File: config.mk
export PLATFORM = sky130hd
export DESIGN_NAME = lsz
export DESIGN_NICKNAME = d
export VERILOG_FILES = /design/src/rtl/lsz.sv
export SDC_FILE = /design/constraint.sdc
export NUM_CORES = 1
export LEC_CHECK = 0
export BUFFER_PORTS_ARGS = -buffer_cell sky130_fd_sc_hd__buf_2
export CORE_AREA = 3 3 40 42
export DETAILED_ROUTE_END_ITERATION = 6
export DIE_AREA = 0 0 43 45
export GPL_ROUTABILITY_DRIVEN = 0
export PLACE_DENSITY = 0.36
export SYNTH_ARGS = -nofsm -noshare
export SYNTH_HDL_FRONTEND = slang
export SYNTH_SLANG_ARGS = --single-unit
File: constraint.sdc
create_clock -name clk -period 0.8 [get_ports clk]
set_input_delay 0.04 -clock clk [delete_from_list [all_inputs] [get_ports clk]]
set_output_delay 0.04 -clock clk [all_outputs]
set_load 0.1 [all_outputs]
File: src/rtl/lsz.sv
// Least-significant-zero detector: one-hot and binary index of the lowest 0 bit of iGrey (LSZ_NOZERO_FLAG_EN adds oNoZero).
// Latency: one clock; every output is registered and loads the scan of iGrey sampled at each rising edge.
// Backpressure: none; a new word is accepted every cycle with no enable or handshake.
module lsz #(
    parameter  int BITWIDTH    = 4,
    localparam int LOGBITWIDTH = $clog2(BITWIDTH)
) (
    input  logic                   clk,
    input  logic                   rst,
    input  logic [BITWIDTH-1:0]    iGrey,
    output logic [BITWIDTH-1:0]    oOneHot,
`ifdef LSZ_NOZERO_FLAG_EN
    output logic [LOGBITWIDTH-1:0] lszIdx,
    output logic                   oNoZero
`else
    output logic [LOGBITWIDTH-1:0] lszIdx
`endif
);

    logic [BITWIDTH-1:0]    zero_bit;
    logic [BITWIDTH-1:0]    found;
    logic [BITWIDTH-1:0]    hot_nxt;
    logic [LOGBITWIDTH-1:0] idx_nxt;

    assign zero_bit = ~iGrey;

    // found[i] is set when some bit below i is already zero, so bit i loses priority.
    for (genvar i = 0; i < BITWIDTH; i++) begin : g_chain
        if (i == 0) begin : g_first
            assign found[i] = 1'b0;
        end else begin : g_rest
            assign found[i] = found[i-1] | zero_bit[i-1];
        end
        assign hot_nxt[i] = zero_bit[i] & ~found[i];
    end

    // hot_nxt has at most one bit set, so OR-ing the indices is an exact encode.
    always_comb begin
        idx_nxt = '0;
        for (int i = 0; i < BITWIDTH; i++) begin
            if (hot_nxt[i]) begin
                idx_nxt = idx_nxt | LOGBITWIDTH'(i);
            end
        end
    end

    always_ff @(posedge clk) begin
        if (rst) begin
            oOneHot <= '0;
            lszIdx  <= '0;
        end else begin
            oOneHot <= hot_nxt;
            lszIdx  <= idx_nxt;
        end
    end

`ifdef LSZ_NOZERO_FLAG_EN
    logic no_zero_nxt;

    assign no_zero_nxt = ~(found[BITWIDTH-1] | zero_bit[BITWIDTH-1]);

    always_ff @(posedge clk) begin
        if (rst) begin
            oNoZero <= 1'b0;
        end else begin
            oNoZero <= no_zero_nxt;
        end
    end
`endif

endmodule

==> key figures, run 1 <==
Pwr
  – NetSw: approximately 0.00022 W
  – Sw Share: about 28%
  – Clock network power share: a little over a third
  – Logic pwr share: a little under a quarter
  – Max IR drop VDD: around 0.71 mV
  – Pleak: around 0.18 nW
  – Pint: about 0.00055 W
  – Reg power frac: between 40% and 50%
  – Power per cell area: between 1500 and 2000 nW/um2

Layout
  – Most frequent cells in the layout: dfxtp_2, buf_12, buf_2
  – Ant diodes: 0
  – NumNets Final: 40
  – Fraction of layout cells with a size suffix above 1: between 60% and 70%
  – Finished layout cell area: ~400 um2
  – Layout area overhead: 123%
  – Filler Cells Inserted: 137
  – Final non-filler cell total: 47

Floorplan
  – Std-Cell Rows: 13
  – Top-Level Pins: 12
  – Core area: between 1000 and 1500 um2
  – DIE WIDTH: around 43 um
  – Height of the chip: between 40 and 50 um
  – Die area: 1940 um2
  – Initial Utilization: 14.1%

STA
  – Fin crit share: 98.1%
  – # setup viols final: 0
  – F_max: 1270 MHz
  – Headroom to the max-slew limit: between 90 and 100%
  – Final Slew Violations: 0
  – Worst-Margin Slew: 0.101 ns
  – Final Hold Viols: 0
  – RSZ-0062 raised after global routing: true
  – Tmin final: 0.785 ns
  – Setup total negative slack: 0 ns

Logic synthesis
  – Synth cell types: 6
  – YS warnings: 0
  – Synth Area in Compound Gates: under 10%
  – Synth Instances: 15
  – Top cells by area, synth: dfxtp_1, nand3b_4, nor2_1, nand2b_1, a21oi_2
  – Seq/Total Area, Yosys: around 66%
  – Synthesized area: 181 um2
  – Mapped Avg Cell Area: 12.1 um2
  – Post-synthesis simple-gate area fraction: between 20% and 30%
  – Area fraction of the dominant cell type after synthesis: 66.2%
  – Largest family of logic cells by synthesized area: simple AND/OR/NAND/NOR gates
  – Yosys reg bits: 6
  – Post-synthesis adder-cell area fraction: 0%
  – Area leader, netlist: dfxtp_1
  – Post-Synth XOR/XNOR Area: 0%
  – Mux contribution to synthesized area: 0%
  – Syn Nets: 21

Place
  – Dpl cells: around 40
  – Buffers on Ports: 11
  – Dpl cell area: about 350 um2

Global routing
  – Initial antenna violation count: 0
  – GRT Total Usage: 5.34%
  – First-pass GRT wire length: about 650 um
  – GR Overflow Total: 0
  – Vias in the first global route: roughly 160
  – Pin count of the biggest net entering global routing: 4

Critical path
  – Setup CP Type: reg2out
  – CP max FO: 1
  – Max stage delay on crit path: approximately 0.33 ns
  – Critical path depth: 1
  – End of the critical path: lszIdx[1]
  – Crit path buf inv count: 1
  – Critical Path RT: 0.76 ns
  – Cell Chain, Critical Path: buf_12
  – Crit. End Element: output pin
  – Slowest-stage cell, CP: dfxtp_2
  – Crit start category: flop
  – Worst Path Arrival: approximately 0.75 ns
  – Delay-heaviest family, CP: flip-flops
  – Crit path launch: lszIdx[1]

Hold path
  – Hold Path Class: in2reg
  – Hold_sp: iGrey[0]

Clocking
  – CTS Sinks: 6
  – CTS tree: built
  – H-tree depth: 1
  – Cts bufs inserted: 3
  – Clk root buf: clkbuf_4
  – CTS clk-pin slew, worst paths: 0.04 ns
  – Maximum clock insertion buffer count: 2
  – Post-CTS sizing: 0

Run status
  – Outcome: completed

Route
  – Wire per inst: a little over 8 um
  – Vias post-DR: 160
  – Drt total wl: about 380 um
  – Initial DRT Pass Iterations: 2
  – Via density: around 3.4
  – DRC: 0
  – DR iter-0 viols: 5
  – Antenna-violating nets left: 0

Job
  – Max Cap Violations: 0
cell families (layout without fill, tap and decap cells):
group / after synthesis / in the layout
buffers and inverters: 0 / 17
flip-flops: 6 / 6
AO/OA/AOI/OAI: 2 / 2
AND/OR/NAND/NOR: 7 / 7
sequential cells by signal (all words and copies together) (netlist names):
signal / flops
oOneHot: 4
lszIdx: 2
layout make-up:
type / instances / area [um2] / share of cell area, %
clock buffers: 3 / 22.5 / 5.56
flip-flops and latches: 6 / 128 / 31.5
multi-input cells: 9 / 61.3 / 15.1
repair buffers: 14 / 175 / 43.2
well taps: 15 / 18.8 / 4.63
synthesized netlist by cell type:
cell type	instances
dfxtp_1	6
a21oi_2	1
nand3b_4	1
nor2_1	4
nand2b_1	2
a21oi_1	1
per-layer routing:
metal,global-route usage [%],wire (um)
met4,3.61,0
met1,4.36,161
met3,7.57,83
met5,0,0
met2,6.29,138
power by group through the flow:
stage                     Combinational, W  Sequential (W)  Clock, W
after global routing              0.000185        0.000323  0.000301
after global placement            0.000166        0.000328         0
after floorplan                  0.0000152        0.000404         0
after detailed placement          0.000167        0.000328         0
final                             0.000177        0.000323  0.000273
after CTS                         0.000178        0.000323  0.000291
how the worst min path moves through the flow:
stage / endpoint / slack, ns / depth (start not counted)
floorplan: oOneHot[0] / 0.1 / 1
global placement: oOneHot[0] / 0.21 / 2
detailed placement: oOneHot[0] / 0.22 / 2
CTS: oOneHot[0] / 0.0004 / 2
global route: oOneHot[1] / 0.02 / 2
finish: oOneHot[0] / 0.008 / 2
per-stage QoR:
step	hold slack [ns]	total power (W)	utilization [%]	setup WS (ns)
floorplan	0.0993	0.000420	-	0.134
global placement	0.210	0.000494	27.5	0.269
detailed placement	0.216	0.000495	27.5	0.262
CTS	0.000435	0.000792	31.5	-0.000928
global route	0.0163	0.000809	31.5	-0.0122
finish	0.00787	0.000772	31.5	0.0149
what timing repair did:
action | CTS | global route
gates cloned | 0 | 0
hold endpoints to repair | 3 | 0
pin swaps | 0 | 1
hold buffers | 3 | 0
setup buffers | 0 | 0
setup endpoints to repair | 1 | 6
(Power assumes the default switching activity.)
==> inputs of run 2 (changes only) <==
==> config.mk (replaced) <==
export PLATFORM = sky130hd
export DESIGN_NAME = lsz
export DESIGN_NICKNAME = d
export VERILOG_FILES = /design/src/rtl/lsz.sv
export SDC_FILE = /design/constraint.sdc
export NUM_CORES = 1
export LEC_CHECK = 0
export CORE_AREA = 3 3 40 42
export DETAILED_ROUTE_END_ITERATION = 6
export DIE_AREA = 0 0 43 45
export DONT_BUFFER_PORTS = 1
export GPL_ROUTABILITY_DRIVEN = 0
export PLACE_DENSITY = 0.3
export SYNTH_ARGS = -nofsm -noshare
export SYNTH_HDL_FRONTEND = slang
export SYNTH_SLANG_ARGS = --single-unit
==> run 2 against run 1 <==
Against the previous run: combinational power decreased by 2%; sequential power about the same; design area decreased by 1.2%; core utilization decreased by 0.39 points; total power increased by 0.67%; critical endpoint is now oOneHot[2]; non-clock buffer count decreased by 3; die area unchanged; sequential share of layout area increased by 0.39 points; clock-buffer cell count unchanged; maximum frequency decreased by 1.5%; worst hold slack improved by 0.44 ns.
==> key figures, run 2 (synthesis gave the netlist of run 1 again) <==
Hold path
  – Hold Path Class: in2reg (unchanged)
  – Hold_sp: rst (was iGrey[0])

Layout
  – Biggest regs: oOneHot (4), lszIdx (2) (unchanged)
  – Final non-filler cell total: 44 (was 47)
  – Filler Cells Inserted: 133 (was 137)
  – Max reg flops: 4 (unchanged)
  – Most frequent cells in the layout: dfxtp_2, buf_12, dlygate4sd3_1 (was dfxtp_2, buf_12, buf_2)
  – Most flops, register: oOneHot (unchanged)
  – Fraction of layout cells with a size suffix above 1: 58.6% (was 68.8%)
  – Ant diodes: 0 (unchanged)
  – NumNets Final: 37 (was 40)
  – Layout area overhead: 121% (was 123%)

STA
  – Fin crit share: 99.6% (was 98.1%)
  – F_max: 1260 MHz (was 1270 MHz)
  – Headroom to the max-slew limit: 88.4% (was 93.2%)
  – # setup viols final: 0 (unchanged)
  – Tmin final: 0.797 ns (was 0.785 ns)
  – Worst-Margin Slew: 0.174 ns (was 0.101 ns)
  – Final Hold Viols: 0 (unchanged)
  – Final worst setup slack: 0.00320 ns (was 0.0149 ns)
  – Final Slew Violations: 0 (unchanged)
  – RSZ-0062 raised after global routing: true (unchanged)

Floorplan
  – Std-Cell Rows: 13 (unchanged)
  – Core area: 1280 um2 (unchanged)
  – Height of the chip: 45 um (unchanged)
  – Top-Level Pins: 12 (unchanged)
  – Die area: 1940 um2 (unchanged)
  – DIE WIDTH: 43 um (unchanged)
  – Initial Utilization: 14.1% (unchanged)

Route
  – Vias post-DR: 151 (was 160)
  – Drt total wl: 402 um (was 383 um)
  – Initial DRT Pass Iterations: 1 (was 2)
  – Wire per inst: 9.14 um (was 8.15 um)
  – Antenna-violating nets left: 0 (unchanged)
  – Via density: 3.43 (was 3.40)
  – DR iter-0 viols: 0 (was 5)
  – DRC: 0 (unchanged)

Critical path
  – Slowest-stage cell, CP: dfxtp_2 (unchanged)
  – Setup CP Type: reg2out (unchanged)
  – Crit start category: flop (unchanged)
  – Cell Chain, Critical Path: buf_12 (unchanged)
  – CP max FO: 1 (unchanged)
  – Crit path buf inv count: 1 (unchanged)
  – Delay-heaviest family, CP: flip-flops (unchanged)
  – Worst Path Arrival: 0.76 ns (was 0.75 ns)
  – Crit. End Element: output pin (unchanged)
  – Crit path launch: oOneHot[2] (was lszIdx[1])
  – Max stage delay on crit path: 0.34 ns (was 0.33 ns)
  – Critical Path RT: 0.76 ns (about the same)

Pwr
  – Max IR drop VDD: 0.380 mV (was 0.708 mV)
  – Total power: 0.000778 W (was 0.000772 W)
  – Pleak: 0.168 nW (was 0.179 nW)
  – Power per cell area: 1940 nW/um2 (was 1910 nW/um2)

Clocking
  – CTS clk-pin slew, worst paths: 0.05 ns (was 0.04 ns)
  – Cts bufs inserted: 3 (unchanged)
  – Maximum clock insertion buffer count: 2 (unchanged)
  – CTS Sinks: 6 (unchanged)
  – H-tree depth: 1 (unchanged)
  – CTS tree: built (unchanged)
  – Post-CTS sizing: 0 (unchanged)
  – Clk root buf: clkbuf_4 (unchanged)

Global routing
  – Vias in the first global route: 167 (was 158)
  – Pin count of the biggest net entering global routing: 4 (unchanged)
  – Initial antenna violation count: 0 (unchanged)
  – GR Overflow Total: 0 (unchanged)
  – GRT Total Usage: 5.25% (was 5.34%)
  – First-pass GRT wire length: 648 um (unchanged)

Run status
  – Outcome: completed (unchanged)

Place
  – Pre-CTS WS: 0.262 ns (about the same)
  – Dpl cells: 36 (was 41)
  – Buffers on Ports: 0 (was 11)
  – HPWL after detailed placement: 333 um

Job
  – Max Cap Violations: 0 (unchanged)
==> run 2: worst paths after layout <==
path | to | slack, ns | depth (start not counted)
setup / recovery | oOneHot[2] | 0.003 | 1
hold / removal | oOneHot[0] | 0.44 | 2
==> run 2: metrics by stage <==
stage / util (%) / instance area (um2) / hold slack (ns) / setup TNS [ns]
after floorplan: - / 189 / 0.0993 / 0
after global placement: 25.5 / 328 / 0.101 / 0
after detailed placement: 25.5 / 328 / 0.106 / 0
after CTS: 31.2 / 400 / 0.436 / -0.0176
after global routing: 31.2 / 400 / 0.448 / -0.0689
final: 31.2 / 400 / 0.444 / 0
==> run 2: where the power goes <==
group,internal (W),switching (W),total (W)
clock,0.000170,0.000112,0.000282
combinational,0.0000684,0.000105,0.000173
sequential,0.000314,0.00000887,0.000323
==> run 2: timing repair <==
item / in CTS / in global routing
buffers inserted: 0 / 0
endpoints found under the setup margin: 4 / 6
cloned: 0 / 0
hold endpoints to repair: 6 / 0
hold buffers: 5 / 0
==> run 2: layout make-up <==
class | instances | area [um2] | share of cell area [%]
flip-flops and latches | 6 | 128 | 31.9
multi-input cells | 9 | 61.3 | 15.3
repair buffers | 11 | 170 | 42.5
well taps | 15 | 18.8 | 4.69
clock buffers | 3 | 22.5 | 5.62
==> run 2: layer usage <==
metal	vias up	global-route usage, %	wire length (um)
li1	76	-	-
met1	68	4.35	112
met2	5	7.78	251
met3	2	0.398	16
met4	0	10.8	22
met5	-	0	0
